### config.mk
export PLATFORM = sky130hd
export DESIGN_NAME = reg_write_arbiter
export DESIGN_NICKNAME = d
export VERILOG_FILES = /design/src/rtl/reg_arb_pkg.sv /design/src/rtl/reg_arb_fifo.sv /design/src/rtl/reg_write_arbiter.sv
export SDC_FILE = /design/constraint.sdc
export NUM_CORES = 1
export LEC_CHECK = 0
export ABC_CLOCK_PERIOD_IN_PS = 4200
export CORE_MARGIN = 2
export CORE_UTILIZATION = 35
export DETAILED_ROUTE_END_ITERATION = 10
export GPL_ROUTABILITY_DRIVEN = 0
export SLEW_MARGIN = 20
export SYNTH_ARGS = -nofsm -noshare
export SYNTH_HDL_FRONTEND = slang
export SYNTH_SLANG_ARGS = --single-unit
### constraint.sdc
create_clock -name clk_i -period 4.2 [get_ports clk_i]
set_clock_uncertainty 0.15 [all_clocks]
set_input_delay 1.26 -clock clk_i [delete_from_list [all_inputs] [get_ports clk_i]]
set_output_delay 1.26 -clock clk_i [all_outputs]
set_load 0.1 [all_outputs]
### src/rtl/reg_arb_pkg.sv
// Shared types and constants for the register write-port arbiter.
package reg_arb_pkg;

  localparam int ARB_AW = 5;
  localparam int ARB_DW = 32;

  // Writes that target this register are consumed but never reach the file.
  localparam logic [ARB_AW-1:0] REG_ZERO = '0;

  typedef enum logic [1:0] {
    IDLE,
    WAIT,
    FORCE
  } arb_state_e;

  typedef struct packed {
    logic [ARB_AW-1:0] dest;
    logic [ARB_DW-1:0] val;
  } arb_entry_t;

endpackage

### src/rtl/reg_arb_fifo.sv
// Pending-result FIFO for mul/div writebacks. It exposes the per-slot
// valid/destination view so the hazard unit can see every buffered target.
module reg_arb_fifo
  import reg_arb_pkg::*;
#(
  parameter int DEPTH = 2,
  parameter int AW    = ARB_AW
) (
  input  logic                       clk_i,
  input  logic                       rst_i,
  input  logic                       push_i,
  input  arb_entry_t                 push_entry_i,
  input  logic                       pop_i,
  output arb_entry_t                 head_o,
  output logic                       full_o,
  output logic                       empty_o,
  output logic [$clog2(DEPTH):0]     count_o,
  output logic [DEPTH-1:0]           slot_valid_o,
  output logic [DEPTH-1:0][AW-1:0]   slot_dest_o
);

  localparam int PW = $clog2(DEPTH);

  arb_entry_t      mem_q [DEPTH];
  logic [PW-1:0]   rd_ptr_q;
  logic [PW-1:0]   wr_ptr_q;
  logic [PW:0]     count_q;

  assign head_o  = mem_q[rd_ptr_q];
  assign full_o  = (count_q == (PW+1)'(DEPTH));
  assign empty_o = (count_q == '0);
  assign count_o = count_q;

  // Pointer and occupancy bookkeeping; pointers wrap because DEPTH is a power of 2.
  always_ff @(posedge clk_i) begin
    if (rst_i) begin
      rd_ptr_q <= '0;
      wr_ptr_q <= '0;
      count_q  <= '0;
    end else begin
      if (push_i) wr_ptr_q <= wr_ptr_q + PW'(1);
      if (pop_i)  rd_ptr_q <= rd_ptr_q + PW'(1);
      count_q <= count_q + (PW+1)'(push_i) - (PW+1)'(pop_i);
    end
  end

  // Entry storage carries no reset; occupancy alone decides what is live.
  always_ff @(posedge clk_i) begin
    if (push_i) mem_q[wr_ptr_q] <= push_entry_i;
  end

  // A slot is live when its distance from the read pointer is below the count.
  always_comb begin
    for (int i = 0; i < DEPTH; i++) begin
      slot_valid_o[i] = {1'b0, PW'(i) - rd_ptr_q} < count_q;
      slot_dest_o[i]  = mem_q[i].dest;
    end
  end

endmodule

### src/rtl/reg_write_arbiter.sv
// Register-file write-port arbiter: WB always owns the port, mul/div results
// queue and drain in idle WB cycles, and a starvation counter requests a
// one-cycle WB stall. Optional macro REG_WRITE_ARBITER_BYPASS_EN lets an md
// result write straight through when nothing is queued and WB is idle.
module reg_write_arbiter
  import reg_arb_pkg::*;
#(
  parameter int DEPTH        = 2,
  parameter int STARVE_LIMIT = 4,
  parameter int AW           = ARB_AW,
  parameter int DW           = ARB_DW
) (
  input  logic          clk_i,
  input  logic          rst_i,
  input  logic          wb_en_i,
  input  logic [AW-1:0] wb_dest_i,
  input  logic [DW-1:0] wb_val_i,
  input  logic          md_valid_i,
  input  logic [AW-1:0] md_dest_i,
  input  logic [DW-1:0] md_val_i,
  output logic          md_ready_o,
  output logic          stall_req_o,
  input  logic [AW-1:0] q_src1_i,
  input  logic [AW-1:0] q_src2_i,
  output logic          hit1_o,
  output logic          hit2_o,
  output logic          rf_we_o,
  output logic [AW-1:0] rf_dest_o,
  output logic [DW-1:0] rf_val_o,
  output logic          proto_err_o
);

  localparam int CW   = $clog2(DEPTH);
  localparam int AGEW = $clog2(STARVE_LIMIT + 1);

  arb_state_e              state_q, state_d;
  logic [AGEW-1:0]         age_q, age_d;
  logic                    proto_err_q, proto_err_d;

  logic                    fifo_full, fifo_empty, fifo_push, fifo_pop;
  logic [CW:0]             fifo_count;
  arb_entry_t              fifo_head, push_entry;
  logic [DEPTH-1:0]        slot_valid;
  logic [DEPTH-1:0][AW-1:0] slot_dest;

  logic                    md_bypass, head_blocked, starve_hit, last_out;
  logic                    sel_valid;
  logic [AW-1:0]           sel_dest;
  logic [DW-1:0]           sel_val;

  assign md_ready_o   = ~fifo_full;
  assign head_blocked = wb_en_i & ~fifo_empty & ~rst_i;
  assign fifo_pop     = ~wb_en_i & ~fifo_empty & ~rst_i;

`ifdef REG_WRITE_ARBITER_BYPASS_EN
  assign md_bypass = fifo_empty & ~wb_en_i & (state_q != FORCE) & md_valid_i & ~rst_i;
`else
  assign md_bypass = 1'b0;
`endif

  assign fifo_push        = md_valid_i & md_ready_o & ~md_bypass & ~rst_i;
  assign push_entry.dest  = md_dest_i;
  assign push_entry.val   = md_val_i;

  // Starvation fires when this blocked cycle brings the age to STARVE_LIMIT-1.
  assign starve_hit = (int'(age_q) >= STARVE_LIMIT - 2);
  assign last_out   = fifo_pop & ~fifo_push & (fifo_count == (CW+1)'(1));

  assign stall_req_o = (state_q == FORCE);
  assign proto_err_o = proto_err_q;

  reg_arb_fifo #(
    .DEPTH (DEPTH),
    .AW    (AW)
  ) u_fifo (
    .clk_i        (clk_i),
    .rst_i        (rst_i),
    .push_i       (fifo_push),
    .push_entry_i (push_entry),
    .pop_i        (fifo_pop),
    .head_o       (fifo_head),
    .full_o       (fifo_full),
    .empty_o      (fifo_empty),
    .count_o      (fifo_count),
    .slot_valid_o (slot_valid),
    .slot_dest_o  (slot_dest)
  );

  // Write-port mux: WB first, then the FIFO head, then a bypassing md result.
  always_comb begin
    sel_valid = 1'b0;
    sel_dest  = '0;
    sel_val   = '0;
    if (wb_en_i) begin
      sel_valid = 1'b1;
      sel_dest  = wb_dest_i;
      sel_val   = wb_val_i;
    end else if (fifo_pop) begin
      sel_valid = 1'b1;
      sel_dest  = fifo_head.dest;
      sel_val   = fifo_head.val;
    end else if (md_bypass) begin
      sel_valid = 1'b1;
      sel_dest  = md_dest_i;
      sel_val   = md_val_i;
    end
    rf_we_o   = sel_valid && (sel_dest != AW'(REG_ZERO));
    rf_dest_o = sel_dest;
    rf_val_o  = sel_val;
  end

  // Hazard hits cover every live slot (including one popping now) and a bypassing request.
  always_comb begin
    hit1_o = 1'b0;
    hit2_o = 1'b0;
    for (int i = 0; i < DEPTH; i++) begin
      if (slot_valid[i] && (slot_dest[i] == q_src1_i)) hit1_o = 1'b1;
      if (slot_valid[i] && (slot_dest[i] == q_src2_i)) hit2_o = 1'b1;
    end
    if (md_bypass && (md_dest_i == q_src1_i)) hit1_o = 1'b1;
    if (md_bypass && (md_dest_i == q_src2_i)) hit2_o = 1'b1;
    if (q_src1_i == AW'(REG_ZERO)) hit1_o = 1'b0;
    if (q_src2_i == AW'(REG_ZERO)) hit2_o = 1'b0;
  end

  // Next-state logic for the age counter, the starvation FSM and the sticky error flag.
  always_comb begin
    age_d       = age_q;
    state_d     = state_q;
    proto_err_d = proto_err_q | (wb_en_i & (state_q == FORCE));

    if (fifo_empty || fifo_pop) begin
      age_d = '0;
    end else if (head_blocked && (age_q < AGEW'(STARVE_LIMIT))) begin
      age_d = age_q + AGEW'(1);
    end

    case (state_q)
      IDLE: begin
        if (fifo_push) state_d = WAIT;
      end
      WAIT: begin
        if (last_out) begin
          state_d = IDLE;
        end else if (head_blocked && starve_hit) begin
          state_d = FORCE;
        end
      end
      FORCE: begin
        if (fifo_pop) state_d = last_out ? IDLE : WAIT;
      end
      default: state_d = IDLE;
    endcase
  end

  // State registers with synchronous reset.
  always_ff @(posedge clk_i) begin
    if (rst_i) begin
      state_q     <= IDLE;
      age_q       <= '0;
      proto_err_q <= 1'b0;
    end else begin
      state_q     <= state_d;
      age_q       <= age_d;
      proto_err_q <= proto_err_d;
    end
  end

endmodule

Word-level counts from Yosys, hierarchy flattened --
Memory sizes are Yosys's and may differ from the RTL's. A register that Yosys moved wholly into a read port is not among the register bits. Index checks and enable logic that the tools add are counted. W data, S select, Z words.
Storage, ports and cells: bits in registers 10, ROM bits 0, memories 1, memory bits (writable) 74, output and inout port bits 43, bits in latches 0
Cells by class: eq/ne operators 11, reductions and logical operators 15, order comparisons 4, shift-type cells 0, muxes and demuxes 22, divide/modulo/power cells 0, add/sub/neg operators 7, multipliers 0, bitwise operators 15
Memory list:
- u_fifo.mem_q | words 2, width 37, read ports 3, clocked after memory_dff 1, wr ports 1, line reg_arb_fifo.sv:24 | arb_entry_t mem_q [DEPTH];
Operators with widths (number):
- $mux W32 | 2
- $eq A5 B5 Y1 | 4
- $mux W1 | 13
- $logic_not A5 Y1 | 2
- $mux W5 | 2
- $and A1 B1 Y1 | 9
- $mux W2 | 4
- $logic_and A1 B1 Y1 | 7
- $pmux W2 S3 | 1
- $not A1 Y1 | 5
- $reduce_bool A5 Y1 | 1
- $eq A2 B1 Y1 const B | 2
- $eq A2 B2 Y1 const B | 2
- $logic_not A2 Y1 | 2
- $lt A1 B2 Y1 | 2
- $add A3 B1 Y3 const B | 1
- $ge A3 B2 Y1 const B | 1
- $lt A3 B3 Y1 const B | 1
- $ne A3 B3 Y1 const B | 1
- $reduce_and A3 Y1 | 1
- $add A1 B1 Y1 const B | 2
- $add A2 B1 Y2 | 1
- $ne A2 B1 Y1 const B | 1
- $ne A2 B2 Y1 const B | 1
- 5 further kinds | 6

Longest topological paths before layout --
depth after elaboration 10, gate-level depth with buffers 8

Cells and area by module --
From an unflattened synthesis, not the netlist that was laid out.
Unflattened totals: cells, all modules 265, area total of the unflattened synthesis 4066.4 µm²
Modules (own cells, without submodules):
- reg_arb_fifo | times used 1, area an instance 3129.3 µm², cells an instance 148
- reg_write_arbiter | times used 1, area an instance 937.1 µm², cells an instance 117

Worst setup path before layout --
No wires, ideal clock.
kind input -> output, start point in wb_en_i, end point out rf_we_o, slack -2.412 ns, data arrival time 5.202 ns, stages on the path 6, path buffers 2, cells stage by stage buf_2 -> or2_2 -> clkbuf_1 -> o31ai_1 -> nor4_1 -> nand2b_1
Between the ends: cells in the longest elaborated chain, start to end 7
Ends and longest elaborated chain:
- start: declaration | line reg_write_arbiter.sv:15 | input logic wb_en_i,
- $not A1 Y1 | line reg_write_arbiter.sv:53 | assign fifo_pop = ~wb_en_i & ~fifo_empty & ~rst_i;
- $and A1 B1 Y1 (2 in series) | line reg_write_arbiter.sv:53
- $mux W5 | line reg_write_arbiter.sv:98 | end else if (fifo_pop) begin
- $mux W5 * | line reg_write_arbiter.sv:94 | if (wb_en_i) begin
- named net rf_dest_o[3] | line reg_write_arbiter.sv:28 | output logic [AW-1:0] rf_dest_o,
- $reduce_bool A5 Y1 * | line reg_write_arbiter.sv:107 | rf_we_o = sel_valid && (sel_dest != AW'(REG_ZERO));
- $logic_and A1 B1 Y1 * | line reg_write_arbiter.sv:107
- end: declaration | line reg_write_arbiter.sv:27 | output logic rf_we_o,
Mark *: on every way through the listed nets, which the timed path passes. The rest lies on a longest branch.

Final worst setup path --
start point in rst_i, end point out rf_we_o
Between the ends: cells in the longest elaborated chain, start to end 6
Ends and longest elaborated chain:
- start: declaration | line reg_write_arbiter.sv:14 | input logic rst_i,
- $not A1 Y1 * | line reg_write_arbiter.sv:53
- $and A1 B1 Y1 * | line reg_write_arbiter.sv:53
- $mux W5 | line reg_write_arbiter.sv:98
- $mux W5 | line reg_write_arbiter.sv:94
- $reduce_bool A5 Y1 | line reg_write_arbiter.sv:107
- $logic_and A1 B1 Y1 * | line reg_write_arbiter.sv:107
Mark *: on every way between the ends. The rest lies on a longest branch, timed or not.

==> metrics.txt <==
sequential cell area fraction in the yosys report 0.6423; diode insertion count for antenna repair 0; worst path required time roughly 2.8 ns; horizontal die dimension between 100 and 150 um; TritonCTS clock tree done; post-CTS repair timing setup buffer count 0; number of global-route vias before repair between 2000 and 3000; number of max-cap violations 0; count of cell types in the netlist 37; detailed-route wire length between 9 and 10 mm; CP Capture Point rf_we_o; combined global-route utilization of all metal layers 0.1650; Comb pwr share 0.253; minimum setup slack in the final design about 0.063 ns; CP Capture Type output port; final number of setup-violating endpoints 0; final count of hold timing violations 0; number of cells upsized or downsized after cts 1; drt drc 0; Syn. warnings 0; P per Cell Area around 340 nW/um^2; first-pass GRT wire length around 15 mm; Bufs on Longest Clock Path 2; cts-stage hold buffer count 0; startpoint type of the worst setup path input port; num rows 38; net switching power 628.6 uW; io pins 131; total global routing overflow 0; instance area after placement slightly above 6000 um^2; die height 108.2 um; initial antenna violation count 0; shortest period the worst path allows just over 4 ns; post-route clock period utilization 0.9849; clock slew at reported path FFs roughly 0.080 ns; fraction of final layout cells sized beyond drive strength 1 0.2754; relative contribution of sequential cells to total power 0.437; Die Area between 10000 and 15000 um^2; endpoint of the worst-slack reg-to-reg timing path u_fifo.mem_q[1][16]$_DFFE_PP_; slack of the worst reg-to-reg path 2.07 ns; largest net degree at the start of global routing 33; result of the run finished, final reports clean; average footprint of a synthesized cell 12.80 um^2; Total Power around 2.2 mW; area of all placed cells without fillers between 6000 and 7000 um^2; drt pass-1 iters 4; post-route ant nets 0; post-detailed-route wirelength per cell approximately 16 um; placed cell count approximately 570; worst setup path startpoint rst_i; effective utilization at floorplan 0.3554; reg2reg path depth 4; Lkg Pwr roughly 2.2 nW; nets approximately 530; Layout Area Growth over Synthesis 69.56%; latest clock arrival within the worst-skew pair about 0.35 ns; switching power share of the total 0.2846; leading cell types in the layout, fill and taps excluded sky130_fd_sc_hd__clkdlybuf4s50_1 (86), sky130_fd_sc_hd__edfxtp_1 (74), sky130_fd_sc_hd__buf_12 (43), sky130_fd_sc_hd__nand2_1 (42), sky130_fd_sc_hd__mux2i_1 (37); iteration-0 DRC count of the detailed router just under 100; timing-limited maximum frequency between 200 and 250 MHz; beginning of the worst register-to-register path u_fifo.count_o[0]$_SDFF_PP0_; Clk pwr share 0.310; ratio of routed vias to standard cells about 4.8; Int Pwr between 1.5 and 2 mW; cell count after synthesis 297; synthesized area about 3800 um^2; most frequent standard cell in the layout excluding fill and tap cells sky130_fd_sc_hd__clkdlybuf4s50_1; count of vias placed by the detailed router roughly 2800; floorplan core area ~11000 um^2; Fin Setup TNS 0 ns; number of levels in the clock H-tree 3; Worst IR Drop VDD 0.2045 mV; largest fanout on the critical path 6; worst slew slack as a fraction of its limit 0.3546; hold crit path type flip-flop to flip-flop; number of sinks handled by clock tree synthesis 85; final-report max-slew violation count 0; FF+latch count, synth 85; post-synthesis net count approximately 390; number of buffers added by the clock tree synthesis step 9; HPWL after detailed placement 6.850 mm; Crit path arrival time ~2.7 ns; post-layout instance count excluding filler cells approximately 580; number of buffer cells added on primary ports 130; WS Path Type input port to output port; buffer cell driving the clock tree root sky130_fd_sc_hd__clkbuf_8; slew at the pin with the worst max-slew slack 0.9651 ns; Place WS -0.0005473 ns
==> synth_stat cells <==
cell / n / area [um^2]
sky130_fd_sc_hd__o41ai_1: 1 / 8.760
sky130_fd_sc_hd__nor2b_1: 4 / 25.02
sky130_fd_sc_hd__buf_6: 1 / 11.26
sky130_fd_sc_hd__nor4_1: 1 / 6.260
sky130_fd_sc_hd__o22ai_1: 1 / 6.260
sky130_fd_sc_hd__nor2_1: 13 / 48.80
sky130_fd_sc_hd__or4_1: 2 / 15.01
sky130_fd_sc_hd__xor2_1: 5 / 43.79
sky130_fd_sc_hd__o21ai_0: 36 / 180.2
sky130_fd_sc_hd__o2111ai_1: 2 / 17.52
sky130_fd_sc_hd__ha_1: 3 / 37.54
sky130_fd_sc_hd__or2_2: 1 / 6.260
sky130_fd_sc_hd__inv_1: 2 / 7.510
sky130_fd_sc_hd__nor3_1: 2 / 10.01
sky130_fd_sc_hd__clkbuf_1: 9 / 33.78
sky130_fd_sc_hd__o21ai_1: 1 / 5.000
sky130_fd_sc_hd__buf_2: 5 / 25.02
sky130_fd_sc_hd__edfxtp_1: 74 / 2222
sky130_fd_sc_hd__mux2i_1: 37 / 370.4
sky130_fd_sc_hd__dfxtp_1: 11 / 220.2
sky130_fd_sc_hd__nand2b_1: 2 / 12.51
sky130_fd_sc_hd__xnor2_1: 19 / 166.4
sky130_fd_sc_hd__nand4_1: 2 / 12.51
sky130_fd_sc_hd__and3b_1: 1 / 8.760
sky130_fd_sc_hd__or3b_4: 1 / 11.26
sky130_fd_sc_hd__a311o_1: 1 / 10.01
sky130_fd_sc_hd__a21oi_1: 4 / 20.02
sky130_fd_sc_hd__o32a_1: 1 / 10.01
sky130_fd_sc_hd__buf_4: 1 / 7.510
sky130_fd_sc_hd__nand2_1: 42 / 157.7
sky130_fd_sc_hd__nand3b_1: 3 / 22.52
sky130_fd_sc_hd__a21o_1: 1 / 7.510
sky130_fd_sc_hd__o21a_1: 1 / 7.510
sky130_fd_sc_hd__and2_1: 1 / 6.260
sky130_fd_sc_hd__o31ai_1: 4 / 30.03
sky130_fd_sc_hd__nor2_2: 1 / 6.260
sky130_fd_sc_hd__nand3_1: 1 / 5.000
==> registers in the layout (all words and copies together), names as in the netlist, named ones only <==
| name | flops |
|---|---|
| proto_err_o | 1 |
| u_fifo.mem_q | 74 |
| u_fifo.rd_ptr_q | 1 |
| u_fifo.wr_ptr_q | 1 |
| age_q | 3 |
| u_fifo.count_o | 2 |
| state_q | 2 |
==> through the flow <==
stage	hold slack, ns	utilization
floorplan	0.3122	-
global placement	0.2993	0.5788
detailed placement	0.3193	0.5788
CTS	0.3392	0.6014
global route	0.3691	0.6027
finish	0.3291	0.6027
==> worst min-delay path by stage <==
stage | slack, ns | startpoint | cells past startpoint | to
6_report | 0.33 | proto_err_o$_SDFF_PP0_ | 2 | proto_err_o$_SDFF_PP0_
3_3_place_gp | 0.30 | proto_err_o$_SDFF_PP0_ | 2 | proto_err_o$_SDFF_PP0_
2_1_floorplan | 0.31 | state_q[1]$_SDFFE_PP0P_ | 1 | state_q[0]$_SDFFE_PP0P_
4_1_cts | 0.34 | proto_err_o$_SDFF_PP0_ | 2 | proto_err_o$_SDFF_PP0_
3_5_place_dp | 0.32 | proto_err_o$_SDFF_PP0_ | 2 | proto_err_o$_SDFF_PP0_
5_1_grt | 0.37 | proto_err_o$_SDFF_PP0_ | 2 | proto_err_o$_SDFF_PP0_
==> kinds of logic after synthesis <==
group	share of synthesized area
DFF	0.6423
and+or+nand+nor	0.09312
AOI/OAI and AO/OA	0.07963
muxes	0.09740
xor gates and xnor gates	0.05528
buffers and inverters	0.02238
adders and majority gates	0.009873
==> power groups by stage <==
stage	registers (mW)	logic, mW	clock network (mW)
after floorplan	0.980	0.325	0
after detailed placement	0.985	0.561	0
after global routing	0.969	0.584	0.735
after global placement	0.984	0.553	0
after CTS	0.966	0.562	0.705
final	0.966	0.558	0.685
==> layout make-up <==
type / instances / area [um^2]
sequential: 85 / 2444
inverter: 2 / 7.507
clock inverter: 6 / 111.4
timing repair buffer: 146 / 1852
multi-input combinational: 194 / 1730
tap: 140 / 175.2
clock buffer: 10 / 127.6
fill: 866 / 4250
==> critical path, stage by stage <==
cell and delay, ns:
sky130_fd_sc_hd__clkdlybuf4s50_1 0.53, sky130_fd_sc_hd__or2_4 0.22, sky130_fd_sc_hd__o31ai_4 0.08, sky130_fd_sc_hd__nor4_4 0.36
sky130_fd_sc_hd__nand2b_4 0.09, sky130_fd_sc_hd__buf_12 0.17
==> metal layers <==
metal / track usage / vias to the layer above / share of wire
li1: - / 1366 / -
met1: 0.2016 / 1323 / 0.42
met2: 0.2745 / 77 / 0.51
met3: 0.05787 / 8 / 0.066
met4: 0.05220 / 0 / 0.0088
met5: 0 / - / 0
Power figures use the tool's default switching activity.
==> RTL edit, RTL diff (same flow settings) <==
Set the parameter `STARVE_LIMIT` to 2 (it was 4).
--- a/src/rtl/reg_write_arbiter.sv
+++ b/src/rtl/reg_write_arbiter.sv
@@ -7,5 +7,5 @@
 #(
   parameter int DEPTH        = 2,
-  parameter int STARVE_LIMIT = 4,
+  parameter int STARVE_LIMIT = 2,
   parameter int AW           = ARB_AW,
   parameter int DW           = ARB_DW
Formal check against the unedited RTL: not equivalent (Yosys sat finds a counterexample within 4 cycles, from zero or initial values and one cycle with rst_i high).
==> RTL edit against the unedited design <==
Area after synthesis decreased by 4.3%; clock power down 31%; global-route usage up 0.19 points; sequential cell count is 3 lower; design area decreased by 3.6%; count of clock-buffer cells in the layout shrank 1; critical path depth stayed put; power down 11%; wire length decreased by 3.7%; critical path type unchanged; non-clock buffer count is the same; worst setup slack got worse by 0.053 ns.
==> RTL edit: results (changes against the unedited design) <==
Worst setup path
  – Slowest stage delay, CP: 0.49 ns (-0.04 ns)
  – Critical-path maximum fanout: 3 (-3)
  – Crit path DAT: 2.78 ns (+0.05 ns)

Drt
  – Met1 Wirelength: 3830 um (-1.3%)
  – Total Wirelength: 8920 um (-3.7%)
  – Metal3 WL: 656 um (+7.9%)
  – Vias post-DR: 2717 (-2.1%)

Yosys
  – Xor/xnor share of the synthesized area: 0.0553 (+0.0000641)
  – Synth top area cells: edfxtp_1 (61%), mux2i_1 (10%), o21ai_0 (5.0%), dfxtp_1 (4.4%), nand2_1 (3.9%)
  – Mapped Nets: 367 (-5.4%)
  – Sequential element share of the synthesized area: 0.655 (+0.0122)
  – Post-synthesis mux area share: 0.102 (+0.00435)
  – Post-synth top cells: edfxtp_1 (74), nand2_1 (38), mux2i_1 (37), o21ai_0 (36), xor2_1 (16)

Global route
  – First-pass GRT wire length: 14500 um (-1.1%)
  – Vias in the first global route: 2850 (-2.7%)
  – GRT met2 Usage: 0.274 (-0.000751)
  – Met3 track demand over resource: 0.0521 (-0.00575)
  – GR Util met1: 0.210 (+0.00841)
  – Total Routing Usage GR: 0.167 (+0.00189)

Pwr
  – Comb pwr share: 0.281 (+0.028)
  – P_int: 1.36 mW (-14%)

Outcome
  – Outcome: complete, no violations

Clock network
  – Post_cts resized: 3 (+2)

Placed design
  – Final HPWL DP: 6610 um (-3.6%)
  – Worst slack, placed: -0.0622 ns (-0.0616 ns)

Cells and area
  – Filler instances: 810 (-6.5%)
  – Layout cells sized above 1: 0.287 (+0.0117)

STA
  – Worst-margin pin slew: 0.971 ns (+0.00593 ns)
  – Final period util: 0.998 (+0.0127)
## RTL edit: cell types whose count changed after synthesis, sizes merged, moves of 3 or more
cell | before | now
nand3b | 3 | 0
nand2 | 42 | 38
o211ai | 0 | 3
nor4 | 1 | 4
xor2 | 5 | 16
o31ai | 4 | 1
xnor2 | 19 | 7
nor2 | 14 | 10
dfxtp | 11 | 8
## RTL edit: final cells by class
class	count	area (sq um)	share of cell area
Clock buffer	9	124	0.0199
Clock inverter	7	36.3	0.00584
Multi-Input combinational cell	181	1630	0.263
Sequential cell	82	2380	0.384
Tap cell	136	170	0.0274
Timing Repair Buffer	146	1860	0.300
## RTL edit: stage by stage
step                      cells  hold slack, ns   util  total power [mW]  area [sq um]
after global placement      545           0.309  0.589              1.50          6020
after global routing        561           0.372  0.607              2.04          6210
final                       561           0.338  0.607              1.96          6210
after floorplan             278           0.348      -              1.27          4050
after detailed placement    545           0.334  0.589              1.51          6020
after CTS                   561           0.352  0.605              1.98          6190
